[config.mk]
export PLATFORM = sky130hd
export DESIGN_NAME = ahb_sram_ctrl
export DESIGN_NICKNAME = d
export VERILOG_FILES = /design/src/rtl/ahb_sram_pkg.sv /design/src/rtl/ahb_sram_lane_dec.sv /design/src/rtl/ahb_sram_ctrl.sv
export SDC_FILE = /design/constraint.sdc
export NUM_CORES = 1
export LEC_CHECK = 0
export BUFFER_PORTS_ARGS = -buffer_cell sky130_fd_sc_hd__buf_4
export CAP_MARGIN = 20
export CORE_UTILIZATION = 40
export DETAILED_ROUTE_END_ITERATION = 7
export HOLD_SLACK_MARGIN = 0.15
export PLACE_DENSITY = 0.79
export SLEW_MARGIN = 20
export SYNTH_ARGS = -nofsm -noshare
export SYNTH_HDL_FRONTEND = slang
export SYNTH_SLANG_ARGS = --single-unit
export TNS_END_PERCENT = 5
[constraint.sdc]
create_clock -name HCLK -period 8.91 [get_ports HCLK]
set_clock_uncertainty 0.1 [all_clocks]
set_input_delay 1.3365 -clock HCLK [delete_from_list [all_inputs] [get_ports HCLK]]
set_output_delay 1.3365 -clock HCLK [all_outputs]
set_load 0.02 [all_outputs]
[src/rtl/ahb_sram_pkg.sv]
// Shared types and decode helpers for the AHB-Lite SRAM controller.
// Lane masks assume four byte lanes forming one 32-bit word.
package ahb_sram_pkg;

    localparam int NUM_LANES = 4;

    typedef enum logic [2:0] {
        ST_IDLE = 3'd0,
        ST_RD   = 3'd1,
        ST_WR   = 3'd2,
        ST_WSTL = 3'd3,
        ST_ERR1 = 3'd4,
        ST_ERR2 = 3'd5
    } state_e;

    localparam logic [1:0] HTRANS_IDLE   = 2'b00;
    localparam logic [1:0] HTRANS_BUSY   = 2'b01;
    localparam logic [1:0] HTRANS_NONSEQ = 2'b10;
    localparam logic [1:0] HTRANS_SEQ    = 2'b11;

    localparam logic [2:0] HSIZE_BYTE = 3'd0;
    localparam logic [2:0] HSIZE_HALF = 3'd1;
    localparam logic [2:0] HSIZE_WORD = 3'd2;

    function automatic logic [NUM_LANES-1:0] lane_mask(input logic [2:0] hsize,
                                                       input logic [1:0] addr_lo);
        logic [NUM_LANES-1:0] m;
        case (hsize)
            HSIZE_BYTE: m = 4'b0001 << addr_lo;
            HSIZE_HALF: m = addr_lo[1] ? 4'b1100 : 4'b0011;
            HSIZE_WORD: m = 4'b1111;
            default:    m = 4'b0000;
        endcase
        return m;
    endfunction

    // Oversized transfers and any access not aligned to its own size.
    function automatic logic misaligned(input logic [2:0] hsize,
                                        input logic [1:0] addr_lo);
        logic bad;
        bad = (hsize > HSIZE_WORD)
            || ((hsize == HSIZE_HALF) && addr_lo[0])
            || ((hsize == HSIZE_WORD) && (addr_lo != 2'b00));
        return bad;
    endfunction

endpackage

[src/rtl/ahb_sram_lane_dec.sv]
// Combinational byte-lane decode: transfer size and low address bits
// produce the per-bank enable mask and an unsupported-transfer flag.
module ahb_sram_lane_dec
    import ahb_sram_pkg::*;
#(
    parameter int LANES = NUM_LANES
) (
    input  logic [2:0]       hsize,
    input  logic [1:0]       addr_lo,
    output logic [LANES-1:0] mask,
    output logic             err
);

    always_comb begin
        err  = misaligned(hsize, addr_lo);
        mask = lane_mask(hsize, addr_lo);
        if (err) begin
            mask = '0;
        end
    end

endmodule

[src/rtl/ahb_sram_ctrl.sv]
// AHB-Lite slave presenting four byte-wide SRAM banks as one 32-bit memory.
// Reads are issued combinationally in the address phase; writes in the data phase.
module ahb_sram_ctrl
    import ahb_sram_pkg::*;
#(
    parameter int ADDR_WIDTH = 13,
    parameter int LANES      = NUM_LANES
) (
    input  logic                  HCLK,
    input  logic                  HRESET,
    input  logic                  HSEL,
    input  logic                  HWRITE,
    input  logic                  HREADY,
    input  logic [31:0]           HADDR,
    input  logic [1:0]            HTRANS,
    input  logic [2:0]            HSIZE,
    input  logic [8*LANES-1:0]    HWDATA,
    output logic                  HREADYOUT,
    output logic                  HRESP,
    output logic [8*LANES-1:0]    HRDATA,
    output logic [LANES-1:0]      sram_csb,
    output logic                  sram_web,
    output logic [ADDR_WIDTH-1:0] sram_addr,
    output logic [8*LANES-1:0]    sram_din,
    input  logic [8*LANES-1:0]    sram_dout,
    output state_e                dbg_state
);

    localparam int DATA_W = 8 * LANES;

    state_e                state_q, state_d;
    logic [ADDR_WIDTH-1:0] idx_q, idx_d;
    logic [LANES-1:0]      mask_q, mask_d;
    logic [DATA_W-1:0]     rdata_q, rdata_d;

    logic [LANES-1:0]      dec_mask;
    logic                  dec_err;
    logic [ADDR_WIDTH-1:0] haddr_idx;
    logic                  trans_active;
    logic                  valid;
    logic                  conflict;
    logic                  stall;
    logic                  accept;
    logic                  rd_issue;
    logic                  unused_haddr;

    ahb_sram_lane_dec #(.LANES(LANES)) u_lane_dec (
        .hsize   (HSIZE),
        .addr_lo (HADDR[1:0]),
        .mask    (dec_mask),
        .err     (dec_err)
    );

    assign haddr_idx    = HADDR[ADDR_WIDTH+1:2];
    assign unused_haddr = ^HADDR[31:ADDR_WIDTH+2];
    assign trans_active = (HTRANS == HTRANS_NONSEQ) || (HTRANS == HTRANS_SEQ);
    assign valid        = HSEL && HREADY && trans_active;

    // A read arriving during a write data phase cannot share the single
    // address bus with the write strobes, so it waits one cycle.
    assign conflict = (state_q == ST_WR) && HSEL && trans_active && !HWRITE;
    assign stall    = (state_q == ST_ERR1) || conflict;
    assign accept   = valid && !stall;
    assign rd_issue = accept && !HWRITE && !dec_err && !HRESET;

    always_comb begin
        state_d = ST_IDLE;
        idx_d   = idx_q;
        mask_d  = mask_q;
        rdata_d = rdata_q;
        if (state_q == ST_ERR1) begin
            state_d = ST_ERR2;
        end else if (conflict) begin
            state_d = ST_WSTL;
        end else if (accept) begin
            if (dec_err) begin
                state_d = ST_ERR1;
            end else if (HWRITE) begin
                state_d = ST_WR;
                idx_d   = haddr_idx;
                mask_d  = dec_mask;
            end else begin
                state_d = ST_RD;
            end
        end
        if (rd_issue) begin
            rdata_d = sram_dout;
        end
    end

    always_ff @(posedge HCLK or posedge HRESET) begin
        if (HRESET) begin
            state_q <= ST_IDLE;
            idx_q   <= '0;
            mask_q  <= '0;
            rdata_q <= '0;
        end else begin
            state_q <= state_d;
            idx_q   <= idx_d;
            mask_q  <= mask_d;
            rdata_q <= rdata_d;
        end
    end

    // Reset gates the strobes directly so an in-flight write is dropped
    // before the banks sample on the falling edge.
    always_comb begin
        sram_csb  = '1;
        sram_web  = 1'b1;
        sram_addr = '0;
        sram_din  = '0;
        if (!HRESET) begin
            if (state_q == ST_WR) begin
                sram_csb  = ~mask_q;
                sram_web  = 1'b0;
                sram_addr = idx_q;
                sram_din  = HWDATA;
            end else if (rd_issue) begin
                sram_csb  = '0;
                sram_addr = haddr_idx;
            end
        end
    end

    always_comb begin
        HREADYOUT = !stall;
        HRESP     = (state_q == ST_ERR1) || (state_q == ST_ERR2);
        HRDATA    = (state_q == ST_RD) ? rdata_q : '0;
        dbg_state = state_q;
    end

endmodule

==> impl_results.md, run 1 <==
* GR peak layer: met2
* Clock transition at path regs at 0.10 ns
* Final setup viols at 0
* Clock share of power at 0.217
* Avg Cell Area, Syn at about 12 um2
* Crit path DAT at about 3.5 ns
* CTS tree: done
* Core Area at approximately 0.0065 mm2
* Global routing usage on met3 at 0.0531
* Worst-margin pin slew at between 0.6 and 0.7 ns
* P_leak at around 0.0022 uW
* Number of CTS-inserted buffers at 5
* GP Congestion at approximately 0.77
* Final critical-path required period at around 4.9 ns
* Post-synth top flop: dfrtp_1
* Worst path max stage delay at 0.54 ns
* Grt total ovfl at 0
* Hold Path Origin: rdata_q[22]$_DFFE_PP0P_
* GRT met2 Usage at 0.346
* Sink Count at 52
* Final Non-Filler Cells at between 400 and 500
* Vias per cell at 4.91
* RSZ-0062 raised after global routing: no
* Post-synth cell types at 27
* Die width at 84.5 um
* I/O Pins at approximately 190
* Yosys warnings at 0
* Gr usage total at 0.195
* Via count at 2355
* Failing checks: design-rule violations
* Crit path capture type: primary output
* Status: complete, but fails checks
* CTS Hold Bufs at 0
* Setup TNS at 0 ns
* Most frequent cells in the layout: buf_4 (178), and2_1 (64), dfrtp_1 (52), mux2_2 (49), a22o_1 (13)
* Crit path max fanout at 32
* Clock Path Buffers at 2
* Drt pass-1 iters at 6
* Max-slew violations at 0
* CP endpoint: sram_addr[3]
* Final Power at approximately 650 uW
* Worst skew pair latency at approximately 0.31 ns
* R2R setup slack at roughly 6.3 ns
* Largest net degree at the start of global routing at between 50 and 60
* Reg2Reg Launch Point: dbg_state[1]$_DFF_PP0_
* Most common cell after layout, fill and taps aside: buf_4
* IR drop worst, VDD at 98.3 uV
* Mapped Area at between 0.002 and 0.003 mm2
* Met1 usage at 0.236
* Post-synthesis register bit count at 52
* Final period utilization at 0.548
* Reg2reg path depth at 5
* Number of global-route vias before repair at about 2300
* Residual DRC at 12
* Initial antenna violation count at 0
* Number of buffers inserted by post-CTS setup repair at 0
* Aggregate routed wire length at ~7000 um
* Worst path slowest cell: or4_4
* Worst slew margin at 0.567
* Wire per inst at 14.7 um
* Worst reg2reg endpoint: rdata_q[13]$_DFFE_PP0P_
* # diodes at 0
* Root Driver: clkbuf_8
* Row count at 29
* Register Area at about 0.0013 mm2
* Syn Nets at about 340
* Placed instance count at about 470
* DP Wirelength at around 5300 um
* Post-synth ARST share at 1.00
* Net Sw Frac at 0.313
* Post-synth EDFFs at 0
* Syn-to-layout area delta at 51.9%
* P per Cell Area at 158 mW/mm2
* Gate Count Post-Synth at between 200 and 250
* Worst path cell trace: buf_4, or4_4, nand2_2, and4_2, buf_4, a22o_1, buf_4
* Net switching power at 204 uW
* Height of the chip at roughly 85 um
* Drt first-iter violations at 85
* Register area share after synthesis at 0.478
* Nets at ~510
* Fin. Hold Viols at 0
* CP Launch Point: HSIZE[2]
* Comb pwr share at 0.304
* Max cap viols at 0
* Critical path type: in2out
* Seq pwr share at 0.479
* Crit path top cell by count: buf_4
* CTS H-tree depth at 2
* Initial Util at 0.422
* Port Buffer Count at 174
* Final ANT Viol Nets at 0
* CP Launch Type: primary input
* Int Pwr at approximately 450 uW
* Fill count at around 560
* Worst EP required at around 7.5 ns
* Min-Delay Path Class: reg2reg
* Die area at 0.00715 mm2
* Global-route wire length before repair at about 11000 um
* Peak Freq at 0.205 GHz
* Layout cells sized above 1 at 0.600
* CTS resizes at 0
* Multi-input logic area at approximately 0.0013 mm2
## final cells by class
class                      count  share of cell area
sequential                    52               0.314
tap                           77              0.0233
timing repair buffer         178               0.323
multi-input combinational    159               0.311
clock inverter                 3             0.00665
clock buffer                   5              0.0166
inverter                       6             0.00544
## through the flow
| stage | instance area, um2 | utilization | hold slack, ns | worst slack (ns) |
|---|---|---|---|---|
| after floorplan | 2730 | - | 0.372 | 4.02 |
| after global placement | 4040 | 0.626 | 0.382 | 4.02 |
| after detailed placement | 4040 | 0.626 | 0.387 | 4.01 |
| after CTS | 4140 | 0.641 | 0.411 | 4.02 |
| after global routing | 4140 | 0.641 | 0.420 | 3.90 |
| final | 4140 | 0.641 | 0.407 | 4.02 |
## synthesized netlist by cell type (2+ instances only)
library cell / number / area, um2
nor2_1: 4 / 15.0
buf_6: 4 / 45.0
nand2b_1: 2 / 12.5
nand2_1: 3 / 11.3
and3_1: 2 / 12.5
a21oi_1: 8 / 40.0
o21ai_0: 3 / 15.0
inv_1: 6 / 22.5
a22o_1: 13 / 114
and2_1: 64 / 400
clkbuf_1: 9 / 33.8
mux2_2: 49 / 552
dfrtp_1: 52 / 1300
## state kept, by name (all words and copies together) (netlist names)
name / cells
idx_q: 13
mask_q: 4
dbg_state: 3
rdata_q: 32
## kinds of logic after synthesis
group / share of synthesized area
flops: 0.478
buf+inv: 0.0528
mux: 0.202
simple gates: 0.191
compound gates: 0.0758
## metal layers
| metal | vias up | wire length, um |
|---|---|---|
| met5 | - | 0 |
| met4 | 0 | 53 |
| met3 | 4 | 585 |
| met2 | 88 | 3640 |
| met1 | 1132 | 2760 |
| li1 | 1131 | - |
## power groups by stage
stage / clock [uW] / sequential (uW) / combinational, uW
2_1_floorplan: 0 / 314 / 111
3_3_place_gp: 0 / 314 / 195
3_5_place_dp: 0 / 317 / 201
4_1_cts: 147 / 313 / 201
5_1_grt: 155 / 319 / 215
6_report: 141 / 313 / 199
## worst max-delay path, delay by kind of cell
family | cells | cell delay (ns)
and+or+nand+nor | 3 | 1.16
buffers and inverters | 3 | 0.71
AOI/OAI and AO/OA | 1 | 0.21
## worst min path at each step
| stage | endpoint | slack (ns) | depth (start not counted) |
|---|---|---|---|
| after floorplan | rdata_q[11]$_DFFE_PP0P_ | 0.37 | 1 |
| after global placement | rdata_q[14]$_DFFE_PP0P_ | 0.38 | 1 |
| after detailed placement | rdata_q[20]$_DFFE_PP0P_ | 0.39 | 1 |
| after CTS | rdata_q[20]$_DFFE_PP0P_ | 0.41 | 1 |
| after global routing | rdata_q[22]$_DFFE_PP0P_ | 0.42 | 1 |
| final | rdata_q[22]$_DFFE_PP0P_ | 0.41 | 1 |
(Power assumes the default switching activity.)
==> run 2, diff against run 1 <==
--- a/config.mk
+++ b/config.mk
@@ -5,12 +5,13 @@
 export SDC_FILE = /design/constraint.sdc
 export NUM_CORES = 1
 export LEC_CHECK = 0
+export ABC_AREA = 1
 export BUFFER_PORTS_ARGS = -buffer_cell sky130_fd_sc_hd__buf_4
 export CAP_MARGIN = 20
-export CORE_UTILIZATION = 40
+export CORE_UTILIZATION = 39
 export DETAILED_ROUTE_END_ITERATION = 7
 export HOLD_SLACK_MARGIN = 0.15
-export PLACE_DENSITY = 0.79
+export PLACE_DENSITY = 0.77
 export SLEW_MARGIN = 20
 export SYNTH_ARGS = -nofsm -noshare
 export SYNTH_HDL_FRONTEND = slang
==> constraint.sdc (replaced) <==
create_clock -name HCLK -period 4.38 [get_ports HCLK]
set_clock_uncertainty 0.1 [all_clocks]
set_input_delay 0.657 -clock HCLK [delete_from_list [all_inputs] [get_ports HCLK]]
set_output_delay 0.657 -clock HCLK [all_outputs]
set_load 0.02 [all_outputs]
==> run 2 against run 1 <==
Compared with the run above: the flow now finishes without violations; register-to-register slack worse by 3.9 ns; clock power grew 140%; synthesized area grew 13%; clock-buffer cell count up 1; routed wire length increased by 19%; synthesized cell count up 96%; die area is 15% higher; global-route usage rose by 0.99 points; cell count grew 50%; highest routed layer unchanged.
==> impl_results.md, run 2 <==
* Sink Count at between 50 and 60
* Clock transition at path regs at approximately 0.090 ns
* Gr usage total at 0.205
* Aggregate routed wire length at roughly 8400 um
* Post-synth ARST share at 1.00
* Post-synthesis register bit count at between 50 and 60
* Post-synth top flop: dfrtp_1
* Worst skew pair latency at 0.30 ns
* Fin. Hold Viols at 0
* Worst slew margin at 0.301
* Yosys warnings at 0
* Crit path capture type: primary output
* Crit path DAT at between 2 and 2.5 ns
* RSZ-0062 raised after global routing: no
* Clock Path Buffers at 2
* Crit path max fanout at 33
* Most frequent cells in the layout: buf_4 (178), nand2_1 (140), nor2_1 (78), inv_1 (76), nand3_1 (67)
* Status: complete, no violations
* Height of the chip at 90.8 um
* Met3 wire length at ~570 um
* Worst path slowest cell: nand3_4
* Wire per inst at approximately 12 um
* Max cap viols at 0
* Core Area at a little under 0.008 mm2
* Drt pass-1 iters at 4
* I/O Pins at 193
* Reg2reg path depth at 8
* Synth top cells by count: nand2_1 (140), nor2_1 (78), inv_1 (77)
* Nets at a little over 700
* Worst reg2reg endpoint: rdata_q[30]$_DFFE_PP0P_
* Number of CTS-inserted buffers at 5
* Syn-to-layout area delta at 46.3%
* Final period utilization at 0.665
* Max-slew violations at 0
* Mapped Area at between 0.003 and 0.004 mm2
* Post-synth EDFFs at 0
* Die width at slightly above 90 um
* CTS H-tree depth at 2
* Critical path type: in2out
* Min-Delay Path Class: in2async
* Worst EP required at about 3.6 ns
* CTS resizes at 0
* Initial Util at 0.400
* Row count at 32
* Number of global-route vias before repair at 3095
* Via count at roughly 3300
* Leading area contributor after synthesis: dfrtp_1
* Die area at approximately 0.0082 mm2
* Worst path max stage delay at roughly 0.33 ns
* Final Power at about 1500 uW
* Final ANT Viol Nets at 0
* Synth top area cells: dfrtp_1 (42%), nand2_1 (17%), nand3_1 (11%), nor2_1 (9.5%), inv_1 (9.4%)
* Most flops, register: rdata_q
* CTS Hold Bufs at 0
* CTS tree: done
* Post-synth cell types at 23
* Residual DRC at 0
* P per Cell Area at around 330 mW/mm2
* DP Wirelength at 6000 um
* Reg2Reg Launch Point: dbg_state[2]$_DFF_PP0_
* Post-synth top area share at 0.423
* Register area share after synthesis at 0.423
* Post-Route M1 WL at 3520 um
* Drt first-iter violations at ~180
* Worst-margin pin slew at between 1 and 1.5 ns
* Layout cells sized above 1 at 0.323
* # diodes at 0
* Vias per cell at 4.61
* Largest net degree at the start of global routing at between 60 and 70
* P_leak at 0.00268 uW
* Largest register FFs at 32
* R2R setup slack at between 2 and 2.5 ns
* Register Area at roughly 0.0013 mm2
* Initial antenna violation count at 0
* GP Congestion at 0.801
* Grt total ovfl at 0
* Most common cell in the netlist: nand2_1
* Fill count at roughly 730
* Most common cell after layout, fill and taps aside: buf_4
* IR drop worst, VDD at between 150 and 200 uV
* Peak Freq at around 0.34 GHz
* Global-route wire length before repair at between 10000 and 15000 um
* Met2 wire len at 4100 um
* Worst path cell trace: buf_4, a21oi_2, nand3_4, nor2_2, nand3_4, inv_1, nor2_1, buf_4
* Root Driver: clkbuf_8
* Final setup viols at 0
* Avg Cell Area, Syn at 6.73 um2
* Port Buffer Count at about 170
* Number of buffers inserted by post-CTS setup repair at 0
* CP Launch Type: primary input
* Final critical-path required period at ~2.9 ns
* Multi-input logic area at about 0.0013 mm2
* Syn Nets at roughly 560
* Top Registers: rdata_q x32, idx_q x13, mask_q x4
* Gate Count Post-Synth at approximately 460
* Setup TNS at 0 ns
* Top routing layer in use: met4
[run 2: how the worst max path moves through the flow]
| stage | start | to | slack, ns | cells after the start |
|---|---|---|---|---|
| floorplan | HRESET | sram_addr[10] | 0.53 | 5 |
| global placement | HRESET | sram_csb[0] | 1.46 | 6 |
| detailed placement | HSIZE[0] | sram_csb[0] | 1.45 | 8 |
| CTS | HSIZE[0] | sram_csb[0] | 1.45 | 8 |
| global route | HRESET | sram_csb[1] | 1.23 | 6 |
| finish | HSIZE[0] | sram_csb[0] | 1.47 | 8 |
[run 2: layout make-up]
class,instances,share of cell area
Multi-Input combinational cell,302,0.295
Sequential cell,52,0.289
Clock inverter,2,0.00862
Inverter,79,0.0661
Clock buffer,6,0.0161
Tap cell,102,0.0283
Timing Repair Buffer,178,0.297
[run 2: cell families (layout without fill, tap and decap cells)]
group,count (synthesis),count (layout),synth area share
compound gates,4,4,0.00773
buf+inv,103,265,0.146
flops,52,52,0.423
simple gates,298,298,0.424
[run 2: through the flow]
step           hold WS, ns  setup slack, ns  area (um2)  utilization  cells
6_report             0.274             1.47        4500        0.586    721
5_1_grt              0.301             1.23        4500        0.586    721
4_1_cts              0.278             1.45        4500        0.586    721
3_5_place_dp         0.359             1.45        4390        0.571    713
3_3_place_gp         0.353             1.46        4390        0.571    713
2_1_floorplan        0.342            0.532        3080            -    457
[run 2: where the power goes]
| part | total (uW) | switching [uW] | internal, uW |
|---|---|---|---|
| logic | 490 | 295 | 195 |
| clock network | 337 | 164 | 173 |
| registers | 664 | 64.2 | 600 |
| total | 1490 | 523 | 967 |
[run 2: critical path, delay by kind of cell]
| kind | cells | cell delay (ns) |
|---|---|---|
| AOI/OAI and AO/OA | 1 | 0.26 |
| buffers and inverters | 3 | 0.54 |
| and+or+nand+nor | 4 | 0.68 |
[run 2: routing by layer]
metal / up-vias / GRT usage
met1: 1481 / 0.246
met5: - / 0
met3: 20 / 0.0362
li1: 1678 / -
met4: 0 / 0.0794
met2: 144 / 0.363
